==> config.mk <==
export PLATFORM = sky130hd
export DESIGN_NAME = alu_instr_controller
export DESIGN_NICKNAME = d
export VERILOG_FILES = /design/src/rtl/alu_instr_controller.sv
export SDC_FILE = /design/constraint.sdc
export NUM_CORES = 1
export LEC_CHECK = 0
export BUFFER_PORTS_ARGS = -buffer_cell sky130_fd_sc_hd__buf_4
export CAP_MARGIN = 10
export CORE_ASPECT_RATIO = 1.75
export CORE_MARGIN = 2
export CORE_UTILIZATION = 40
export CTS_BUF_LIST = sky130_fd_sc_hd__clkbuf_2
export DETAILED_ROUTE_END_ITERATION = 16
export PLACE_DENSITY = 0.79
export REMOVE_ABC_BUFFERS = 1
export SYNTH_ARGS = -nofsm -noshare
export SYNTH_HDL_FRONTEND = slang
export SYNTH_SLANG_ARGS = --single-unit
==> constraint.sdc <==
create_clock -name clock -period 2.45 [get_ports clock]
set_input_delay 0.1225 -clock clock [delete_from_list [all_inputs] [get_ports clock]]
set_output_delay 0.1225 -clock clock [all_outputs]
set_load 0.02 [all_outputs]
==> src/rtl/alu_instr_controller.sv <==
// Hardwired Moore control unit: fetch (T0-T2) and execute (T3-T6) sequencing for the datapath.
// state_dbg encoding: IDLE=0, T0..T6=1..7, HALT=8.
module alu_instr_controller #(
    parameter int unsigned MEM_WAIT = 0
) (
    input  logic        clock,
    input  logic        clear,
    input  logic        run,
    input  logic [31:0] ir,
    output logic        PCout,
    output logic        PCin,
    output logic        MARin,
    output logic        MDRin,
    output logic        MDRout,
    output logic        Read,
    output logic        IRin,
    output logic        Yin,
    output logic        ZlowIn,
    output logic        ZhighIn,
    output logic        Zlowout,
    output logic        Zhighout,
    output logic        HIin,
    output logic        LOin,
    output logic [15:0] Rin,
    output logic [15:0] Rout,
    output logic [4:0]  opcode,
    output logic        illegal,
    output logic        halted,
    output logic [3:0]  state_dbg
);

    typedef enum logic [3:0] {
        S_IDLE = 4'd0,
        S_T0   = 4'd1,
        S_T1   = 4'd2,
        S_T2   = 4'd3,
        S_T3   = 4'd4,
        S_T4   = 4'd5,
        S_T5   = 4'd6,
        S_T6   = 4'd7,
        S_HALT = 4'd8
    } state_t;

    typedef enum logic [2:0] {
        C_ALU3,
        C_MULDIV,
        C_UNARY,
        C_NOP,
        C_HALT,
        C_BAD
    } iclass_t;

    localparam logic [2:0] WAIT_C = 3'(MEM_WAIT);

    state_t      state_q, state_d;
    logic [2:0]  cnt_q, cnt_d;
    logic        illegal_q, illegal_d;
    iclass_t     iclass;
    logic [4:0]  op;
    logic [15:0] ra_1h, rb_1h, rc_1h;
    state_t      end_next;
    logic        unused_ir;

    assign op        = ir[31:27];
    assign ra_1h     = 16'd1 << ir[26:23];
    assign rb_1h     = 16'd1 << ir[22:19];
    assign rc_1h     = 16'd1 << ir[18:15];
    assign unused_ir = ^ir[14:0];
    assign end_next  = run ? S_T0 : S_IDLE;

    always_comb begin
        if (op >= 5'd3 && op <= 5'd11)           iclass = C_ALU3;
        else if (op == 5'd15 || op == 5'd16)     iclass = C_MULDIV;
        else if (op == 5'd17 || op == 5'd18)     iclass = C_UNARY;
        else if (op == 5'd26)                    iclass = C_NOP;
        else if (op == 5'd27)                    iclass = C_HALT;
        else                                     iclass = C_BAD;
    end

    always_comb begin
        state_d   = state_q;
        cnt_d     = cnt_q;
        illegal_d = illegal_q;
        PCout     = 1'b0;
        PCin      = 1'b0;
        MARin     = 1'b0;
        MDRin     = 1'b0;
        MDRout    = 1'b0;
        Read      = 1'b0;
        IRin      = 1'b0;
        Yin       = 1'b0;
        ZlowIn    = 1'b0;
        ZhighIn   = 1'b0;
        Zlowout   = 1'b0;
        Zhighout  = 1'b0;
        HIin      = 1'b0;
        LOin      = 1'b0;
        Rin       = '0;
        Rout      = '0;
        opcode    = '0;
        halted    = 1'b0;
        case (state_q)
            S_IDLE: state_d = end_next;
            S_T0: begin
                PCout   = 1'b1;
                MARin   = 1'b1;
                ZlowIn  = 1'b1;
                opcode  = '1;
                state_d = S_T1;
            end
            S_T1: begin
                Read  = 1'b1;
                MDRin = 1'b1;
                // PC update happens once, on the first cycle of the memory wait
                if (cnt_q == '0) begin
                    Zlowout = 1'b1;
                    PCin    = 1'b1;
                end
                if (cnt_q < WAIT_C) begin
                    cnt_d = cnt_q + 3'd1;
                end else begin
                    cnt_d   = '0;
                    state_d = S_T2;
                end
            end
            S_T2: begin
                MDRout  = 1'b1;
                IRin    = 1'b1;
                state_d = S_T3;
            end
            S_T3: begin
                case (iclass)
                    C_ALU3: begin
                        Rout    = rb_1h;
                        Yin     = 1'b1;
                        state_d = S_T4;
                    end
                    C_MULDIV: begin
                        Rout    = ra_1h;
                        Yin     = 1'b1;
                        state_d = S_T4;
                    end
                    C_UNARY: begin
                        Rout    = rb_1h;
                        opcode  = op;
                        ZlowIn  = 1'b1;
                        state_d = S_T4;
                    end
                    C_NOP:  state_d = end_next;
                    C_HALT: state_d = S_HALT;
                    default: begin
                        illegal_d = 1'b1;
                        state_d   = end_next;
                    end
                endcase
            end
            S_T4: begin
                case (iclass)
                    C_ALU3: begin
                        Rout    = rc_1h;
                        opcode  = op;
                        ZlowIn  = 1'b1;
                        state_d = S_T5;
                    end
                    C_MULDIV: begin
                        Rout    = rb_1h;
                        opcode  = op;
                        ZlowIn  = 1'b1;
                        ZhighIn = 1'b1;
                        state_d = S_T5;
                    end
                    C_UNARY: begin
                        Zlowout = 1'b1;
                        Rin     = ra_1h;
                        state_d = end_next;
                    end
                    default: state_d = end_next;
                endcase
            end
            S_T5: begin
                case (iclass)
                    C_ALU3: begin
                        Zlowout = 1'b1;
                        Rin     = ra_1h;
                        state_d = end_next;
                    end
                    C_MULDIV: begin
                        Zlowout = 1'b1;
                        LOin    = 1'b1;
                        state_d = S_T6;
                    end
                    default: state_d = end_next;
                endcase
            end
            S_T6: begin
                Zhighout = 1'b1;
                HIin     = 1'b1;
                state_d  = end_next;
            end
            S_HALT: halted = 1'b1;
            default: state_d = S_IDLE;
        endcase
    end

    always_ff @(posedge clock or negedge clear) begin
        if (!clear) begin
            state_q   <= S_IDLE;
            cnt_q     <= '0;
            illegal_q <= 1'b0;
        end else begin
            state_q   <= state_d;
            cnt_q     <= cnt_d;
            illegal_q <= illegal_d;
        end
    end

    assign illegal   = illegal_q;
    assign state_dbg = state_q;

endmodule

==> results by stage, run 1 <==
Timing:
- The final worst setup slack is 0.0245 ns.
- Between clock sinks in the finished design, the worst skew comes to 0.0101 ns.
- The final-report setup violation count is 0.
- The total count of hold-check failures in the final report is 0.
- Derived from the worst setup path, the maximum achievable clock frequency is 0.412 GHz.
- The number of pins with negative max-slew slack in the final report is 0.
- The final period utilization is 99.0%.
- Subtracting the final worst setup slack from the clock period gives 2.43 ns.
- Setup repair after global routing could not meet its margin everywhere.
- The remaining max-slew budget at the tightest pin is 62.3%.
- The actual transition at the worst max-transition pin is 0.561 ns.
- The sum of negative setup slack is 0 ns.

Yosys:
- The largest total area in the synthesized netlist belongs to sky130_fd_sc_hd__dfrtp_1.
- The fraction of registers with async set or reset after synthesis is 100%.
- The portion of the post-synthesis area used by sequential elements is 9.71%.
- The flop and latch count out of synthesis is 5.
- The count of mapped cells out of synthesis is 193.
- The number of distinct library cells after synthesis is 48.
- The Yosys step of the flow raised 0 warnings.
- The most used flip-flop cell after synthesis is sky130_fd_sc_hd__dfrtp_1.
- The fraction of synthesized cell area taken by the top area cell type is 9.71%.
- The post-synthesis average cell area is 6.68 um2.
- The most frequent cell after synthesis is sky130_fd_sc_hd__nand2_1.
- The cell area after synthesis is 1290 um2.
- Ranked by instance count, the synthesized netlist is headed by sky130_fd_sc_hd__nand2_1 (18), sky130_fd_sc_hd__nor2_1 (17), sky130_fd_sc_hd__nor3_1 (17).
- The number of enable flip-flop cells after synthesis is 0.
- In the post-synthesis netlist, the biggest area contributors are sky130_fd_sc_hd__dfrtp_1 (9.7%), sky130_fd_sc_hd__nor3_1 (6.6%), sky130_fd_sc_hd__nor4_1 (5.3%).

Detailed routing:
- The residual antenna-violating net count after detailed routing is 0.
- The final layout contains routed wiring with a total length of 4.81 mm.
- The routed length per instance is 15.4 um.
- After detailed routing, the number of remaining DRC violations is 0.
- The total via count after detailed routing is 1861.
- The first detailed-routing pass took 4 iterations.
- The detail-routed via count per cell is 5.95.
- The violation count after the first detailed-routing iteration is 80.

Placed design:
- The worst slack at placement is 0.172 ns.
- Once placement completed, the tool counted placed cells totaling 303.
- Input and output buffers added on the ports amount to 76.
- The congestion estimate from routability-driven global placement came to 1.02.
- The post-DP HPWL is 3.75 mm.

Finish:
- After the last flow step, the layout net total stands at 306.
- The post-layout instance count excluding filler cells is 313.
- In the final layout, the share of cells above drive strength 1 is 41.5%.
- The filler cells instantiated in the layout total 282.
- Compared with the post-synthesis result, the final layout area differs by 60.5%.
- Cells fill 66.5% of the core in the end.
- Registers take 125 um2.
- Summing all multi-input logic gate instances after layout gives 1090 um2.
- 0 antenna diodes ended up in the layout.

Floorplanning:
- The total area inside the core boundary comes to 3110 um2.
- The die covers 3710 um2.
- The floorplan step set the die width to 46.9 um.
- After floorplanning, the core was divided into 27 placement rows.
- Once the floorplan was initialized, standard cells occupied 41.5% of the core.
- 92 I/O pins were placed.
- Measured along the y axis, the die boundary spans 79.1 um.

Power and ir drop:
- The fraction of power spent switching nets is 52.4%.
- Dividing total power by cell area gives a power density of 530 nW/um2.
- The leakage dissipation is 0.000885 uW.
- Across the VDD grid, the largest voltage drop is 0.493 mV.
- Per report_power, the clock group accounts for 7.5% of the total.
- For this design the total switching power over the nets is 574 uW.
- The internal portion of the total power is 522 uW.
- The proportion of power drawn by combinational gates is 80.9%.
- Of the total power, registers draw 11.6%.

Global routing:
- The number of global-route vias before repair was 1593.
- The first-pass GRT wire length is 7.07 mm.
- The initial antenna violation count was 0.
- The combined global-route utilization of all metal layers is 24.9%.
- For this run the aggregate overflow at the end of global routing stands at 0.
- The pin count of the biggest net entering global routing is 16.

Worst setup path:
- The internal reg-to-reg setup slack is 0.46 ns.
- For this design, the slowest cell found on the critical path is sky130_fd_sc_hd__or4b_4.
- The highest cell delay on the worst timing path is 0.62 ns.
- The startpoint type of the worst setup path is a flip-flop.
- The arrival time at the worst endpoint is 2.30 ns.
- The endpoint required time on the critical path is 2.33 ns.
- Walking the worst path, the cells encountered are or4b_4, a211o_1, o31ai_4, buf_12, nor4b_4, a221o_1, buf_6.
- The nature of the critical path endpoint is an output pin.
- The kind of critical path is reg -> out.
- Of all nets on the critical path, the largest fanout is 7.

CTS:
- TritonCTS built the clock tree.
- CTS built an H-tree with a depth of 1.
- The CTS root buffer is sky130_fd_sc_hd__clkbuf_2.
- The clock input transition at the sequential cells of the worst setup and hold paths is 0.06 ns.
- Clock tree synthesis found a total of 5 sinks.
- TritonCTS created 3 clock buffers.
- The later pin in the worst-skew pair is clocked with a latency of 0.24 ns.
- The largest buffer count on any clock path is 2.

Hold path:
- The path class of the tightest hold or removal check is in -> reg.

Run:
- The tool flagged a number of max-cap violations equal to 0.

Status:
- The run finished with clean final reports.
## area by class of cell
type                       instances  area share [%]
clock buffer                       4           0.968
timing repair buffer              91            36.4
sequential                         5            6.05
multi-input combinational        162            52.6
inverter                           8            1.45
tap                               43            2.60
## registers in the layout, indices dropped and copies added (netlist names)
register   cells
illegal        1
state_dbg      4
## layout by cell type (no fill, tap or decap), drive strengths merged, types with 3 or more instances in the layout
master	n
a22oi	8
inv	8
o31ai	5
or2	3
nand2b	10
nor3	17
nand2	18
or3	5
o211ai	3
nand3	5
clkbuf	5
dfrtp	5
a21oi	8
o21ai	7
nor2b	6
a32oi	5
buf	89
nor4	11
o41ai	5
nor2	17
## worst paths after layout
path | startpoint | endpoint | cells after the start
setup / recovery | state_dbg[3] | Rout[14] | 7
hold / removal | run | state_dbg[0] | 3
max in group asynchronous | clear | state_dbg[0] | 2
min in group asynchronous | clear | state_dbg[3] | 2
hold reg to reg | illegal | illegal | 1
setup reg to reg | state_dbg[3] | state_dbg[0] | 8
## power groups by stage
stage / combinational, uW / sequential (uW) / clock [uW]
finish: 887 / 127 / 81.9
global route: 947 / 130 / 86.8
CTS: 841 / 127 / 80.3
detailed placement: 837 / 128 / 0
global placement: 830 / 126 / 0
floorplan: 408 / 192 / 0
## critical path, delay by kind of cell (launching register included)
family / cells / cell delay (ns)
buffers and inverters: 2 / 0.30
AOI/OAI and AO/OA: 3 / 0.59
DFF: 1 / 0.37
and+or+nand+nor: 2 / 0.81
## through the flow
stage / hold WS [ns] / cell area, um2 / total power, uW
after global placement: -0.0748 / 1860 / 956
after detailed placement: -0.0748 / 1860 / 966
after CTS: 0.160 / 1890 / 1050
after global routing: 0.164 / 2070 / 1160
after floorplan: -0.173 / 1170 / 601
final: 0.152 / 2070 / 1100
## logic make-up after synthesis
group | synth area share [%]
simple gates | 41.9
compound gates | 35.8
buf+inv | 11.8
flops | 9.71
xor+xnor | 0.680
## repair_timing
item,CTS,global route
hold buffers,1,0
setup endpoints to repair,5,13
gates resized for setup,2,18
cloned,0,1
hold endpoints to repair,5,0
buffers inserted,0,4
pin swaps,1,5
## routing by layer
metal | GRT usage, % | vias up | share of wire, %
li1 | - | 895 | -
met1 | 25.5 | 886 | 34
met2 | 48.2 | 72 | 60
met3 | 1.82 | 8 | 4.3
met4 | 8.33 | 0 | 1.5
met5 | 0 | - | 0
No activity file was read; power rests on OpenSTA's default activity.
==> inputs of run 2 (changes only) <==
--- a/config.mk
+++ b/config.mk
@@ -13,7 +13,7 @@
 export CTS_BUF_LIST = sky130_fd_sc_hd__clkbuf_2
 export DETAILED_ROUTE_END_ITERATION = 16
 export PLACE_DENSITY = 0.79
-export REMOVE_ABC_BUFFERS = 1
+export SLEW_MARGIN = 20
 export SYNTH_ARGS = -nofsm -noshare
 export SYNTH_HDL_FRONTEND = slang
 export SYNTH_SLANG_ARGS = --single-unit
==> run 2 against run 1 <==
Final cell count fell by 0.96%. Sequential share of layout area rose by 0.26 points. Utilization fell by 2.7 points. Count of clock-buffer cells in the layout did not move. Wire length rose by 2.4%. Critical path type unchanged. Largest power group unchanged.
==> results by stage, run 2 (synthesis results as in run 1) <==
Worst setup path:
- The critical path is of the reg -> out type.
- The internal reg-to-reg setup slack is 0.59 ns (+0.13 ns).
- The cell type of the slowest stage on the worst timing path is sky130_fd_sc_hd__or4b_4.
- The arrival time at the worst endpoint was 2.30 ns (about the same).
- STA classifies the critical path endpoint as an output pin.
- The highest cell delay on the worst timing path came to 0.62 ns (about the same).
- STA classifies the critical path startpoint as a flip-flop.
- The maximum fanout encountered on the critical timing path is 7 (unchanged).
- The critical path goes through or4b_4, o31ai_4, nor4b_4, a221o_1, buf_6.
- The endpoint required time on the critical path is 2.33 ns (about the same).

Timing:
- The final-report setup violation count came to 0 (unchanged).
- The final period demand of the worst path came to 2.42 ns (-0.00105 ns).
- The remaining max-slew budget at the tightest pin is 62.0% (-0.21 points).
- The number of pins with negative max-slew slack in the final report is 0 (unchanged).
- The highest achievable clock rate came to 0.412 GHz (about the same).
- The actual transition at the worst max-transition pin is 0.565 ns (+0.00399 ns).
- The post-route clock skew was 0.00270 ns (-0.00743 ns).
- The final period utilization is 99.0% (about the same).
- The final worst setup slack is 0.0255 ns (+0.00105 ns).
- The total count of hold-check failures in the final report is 0 (unchanged).
- Setup repair after global routing could not meet its margin everywhere.

Finish:
- The number of antenna diodes was 0 (unchanged).
- In the layout the commonest cells are sky130_fd_sc_hd__buf_4 (85), sky130_fd_sc_hd__nand2_1 (18), sky130_fd_sc_hd__nor3_1 (17), sky130_fd_sc_hd__nor2_1 (16), sky130_fd_sc_hd__nand2b_1 (10).
- The number of filler instances in the final layout is 310 (+9.9%).
- The area overhead of the layout relative to synthesis is 53.9%.
- The post-layout instance count excluding filler cells is 310 (-0.96%).
- The flip-flop count of the largest register, all copies and words added is 4 (unchanged).
- The most common cell after layout, fill and taps aside is sky130_fd_sc_hd__buf_4.
- The share of cells above drive strength 1 is 40.4% (-1.0 points).
- The layout net count was 303 (-0.98%).

Floorplanning:
- The chip height came to 79.1 um (unchanged).
- The full die area was 3710 um2 (unchanged).
- The number of standard-cell rows in the floorplan was 27 (unchanged).
- The width of the die is 46.9 um (unchanged).
- The placeable core region is 3110 um2 (unchanged).
- The I/O pin total came to 92 (unchanged).
- The initial standard-cell utilization of the core came to 41.5% (unchanged).

Detailed routing:
- The final wirelength is 4.92 mm (+2.4%).
- The number of search-and-repair iterations in the first detailed-routing pass was 4 (unchanged).
- The routed length per instance is 15.9 um (+3.4%).
- The residual DRC count is 0 (unchanged).
- The violation count after the first detailed-routing iteration came to 92 (+15%).
- The total via count after detailed routing came to 1860 (-0.054%).
- The detail-routed via count per cell came to 6.00 (+0.91%).
- The residual antenna-violating net count after detailed routing is 0 (unchanged).

CTS:
- The largest buffer count on any clock path is 2 (unchanged).
- The clock input transition at the sequential cells of the worst setup and hold paths was 0.06 ns (about the same).
- The clock network latency to the later pin of the worst-skew pair is 0.23 ns (about the same).
- The number of clock sinks seen by CTS is 5 (unchanged).
- The clock tree from TritonCTS is built.
- The clock buffer count from CTS is 3 (unchanged).
- The CTS root buffer is sky130_fd_sc_hd__clkbuf_2.
- The number of levels the H-tree was split into is 1 (unchanged).

Power and ir drop:
- The worst vdd rail ir drop is 0.473 mV (-4.1%).
- The power density over the cells is 544 nW/um2 (+2.7%).
- The leakage dissipation is 0.000870 uW (-1.7%).

Global routing:
- The initial antenna violation count is 0 (unchanged).
- The overflow left after global routing is 0 (unchanged).
- The pin count of the biggest net entering global routing is 16 (unchanged).
- The number of global-route vias before repair is 1604 (+0.69%).
- The combined global-route utilization of all metal layers is 25.0% (+0.076 points).
- The first-pass GRT wire length is 7.03 mm (-0.48%).

Placed design:
- The worst slack at placement is 0.197 ns (+0.0253 ns).
- The number of buffers inserted by port buffering is 76 (unchanged).
- The post-DP HPWL is 3.73 mm (-0.67%).
- The routability congestion estimate from global placement is 0.879 (-14%).
- The number of placed cells counting well taps was 303 (unchanged).

Hold path:
- The min-delay analysis places its worst path in the category in -> reg.

Status:
- The run finished with clean final reports.

Yosys:
- The synthesized net count is 228.

Run:
- The count of max-cap constraint violations is 0 (unchanged).
## run 2: cell count changes in the layout (fill, tap and decap cells not counted), moves of 2 or more
cell,delta
sky130_fd_sc_hd__a21boi_0,-2
sky130_fd_sc_hd__a21boi_1,+2
sky130_fd_sc_hd__a32oi_1,-3
sky130_fd_sc_hd__a32oi_2,+3
sky130_fd_sc_hd__buf_12,-3
sky130_fd_sc_hd__o31ai_1,-2
sky130_fd_sc_hd__o31ai_2,+2
sky130_fd_sc_hd__o41ai_1,+3
sky130_fd_sc_hd__o41ai_2,-3
## run 2: path summary, 6_finish.rpt
kind                              start            to  cells past startpoint
max                        state_dbg[1]      Rout[14]                      5
min                                 run  state_dbg[0]                      3
max reg2reg                state_dbg[1]  state_dbg[0]                      5
min reg2reg                     illegal       illegal                      1
max in group asynchronous         clear       illegal                      2
min in group asynchronous         clear  state_dbg[1]                      2
## run 2: final cells by class
type / count / area (um2) / share of cell area (%)
repair buffers: 88 / 671 / 33.8
inverters: 8 / 30.0 / 1.51
flip-flops and latches: 5 / 125 / 6.31
well taps: 43 / 53.8 / 2.71
clock buffers: 4 / 20.0 / 1.01
multi-input cells: 162 / 1080 / 54.6
## run 2: per-layer routing
metal  GRT usage [%]  routed length [um]  up-vias
met5               0                   0        -
met3            1.82                 216       14
met1            25.3                1740      891
li1                -                   -      884
met2            49.2                2860       71
met4            7.22                 108        0
## run 2: repair_timing
action,in CTS,in global routing
hold buffers,1,0
setup buffers,0,1
cloned,0,1
setup endpoints to repair,10,14
pin swaps,2,2
endpoints found under the hold margin,5,0
resized for setup,2,15
## run 2: critical path: cells and delay by family (launching register included)
kind	cells	cell delay, ns
simple gates	2	0.93
compound gates	2	0.63
flops	1	0.38
buf+inv	1	0.13
## run 2: report_power, final
part | switching (uW) | internal, uW | total (uW) | leakage, uW
Sequential | 14.6 | 112 | 126 | 0.0000613
Clock | 38.7 | 43.2 | 81.9 | 0.0000166
Combinational | 525 | 346 | 871 | 0.000792
Total | 578 | 501 | 1080 | 0.000870
## run 2: per-stage QoR
stage / hold WS, ns / power (uW) / area (um2) / TNS [ns] / utilization (%)
2_1_floorplan: -0.173 / 691 / 1290 / -0.726 / -
3_3_place_gp: -0.0748 / 953 / 1860 / 0 / 59.8
3_5_place_dp: -0.0737 / 965 / 1860 / 0 / 59.8
4_1_cts: 0.153 / 1050 / 1900 / 0 / 61.1
5_1_grt: 0.183 / 1150 / 1980 / -0.175 / 63.8
6_report: 0.168 / 1080 / 1980 / 0 / 63.8
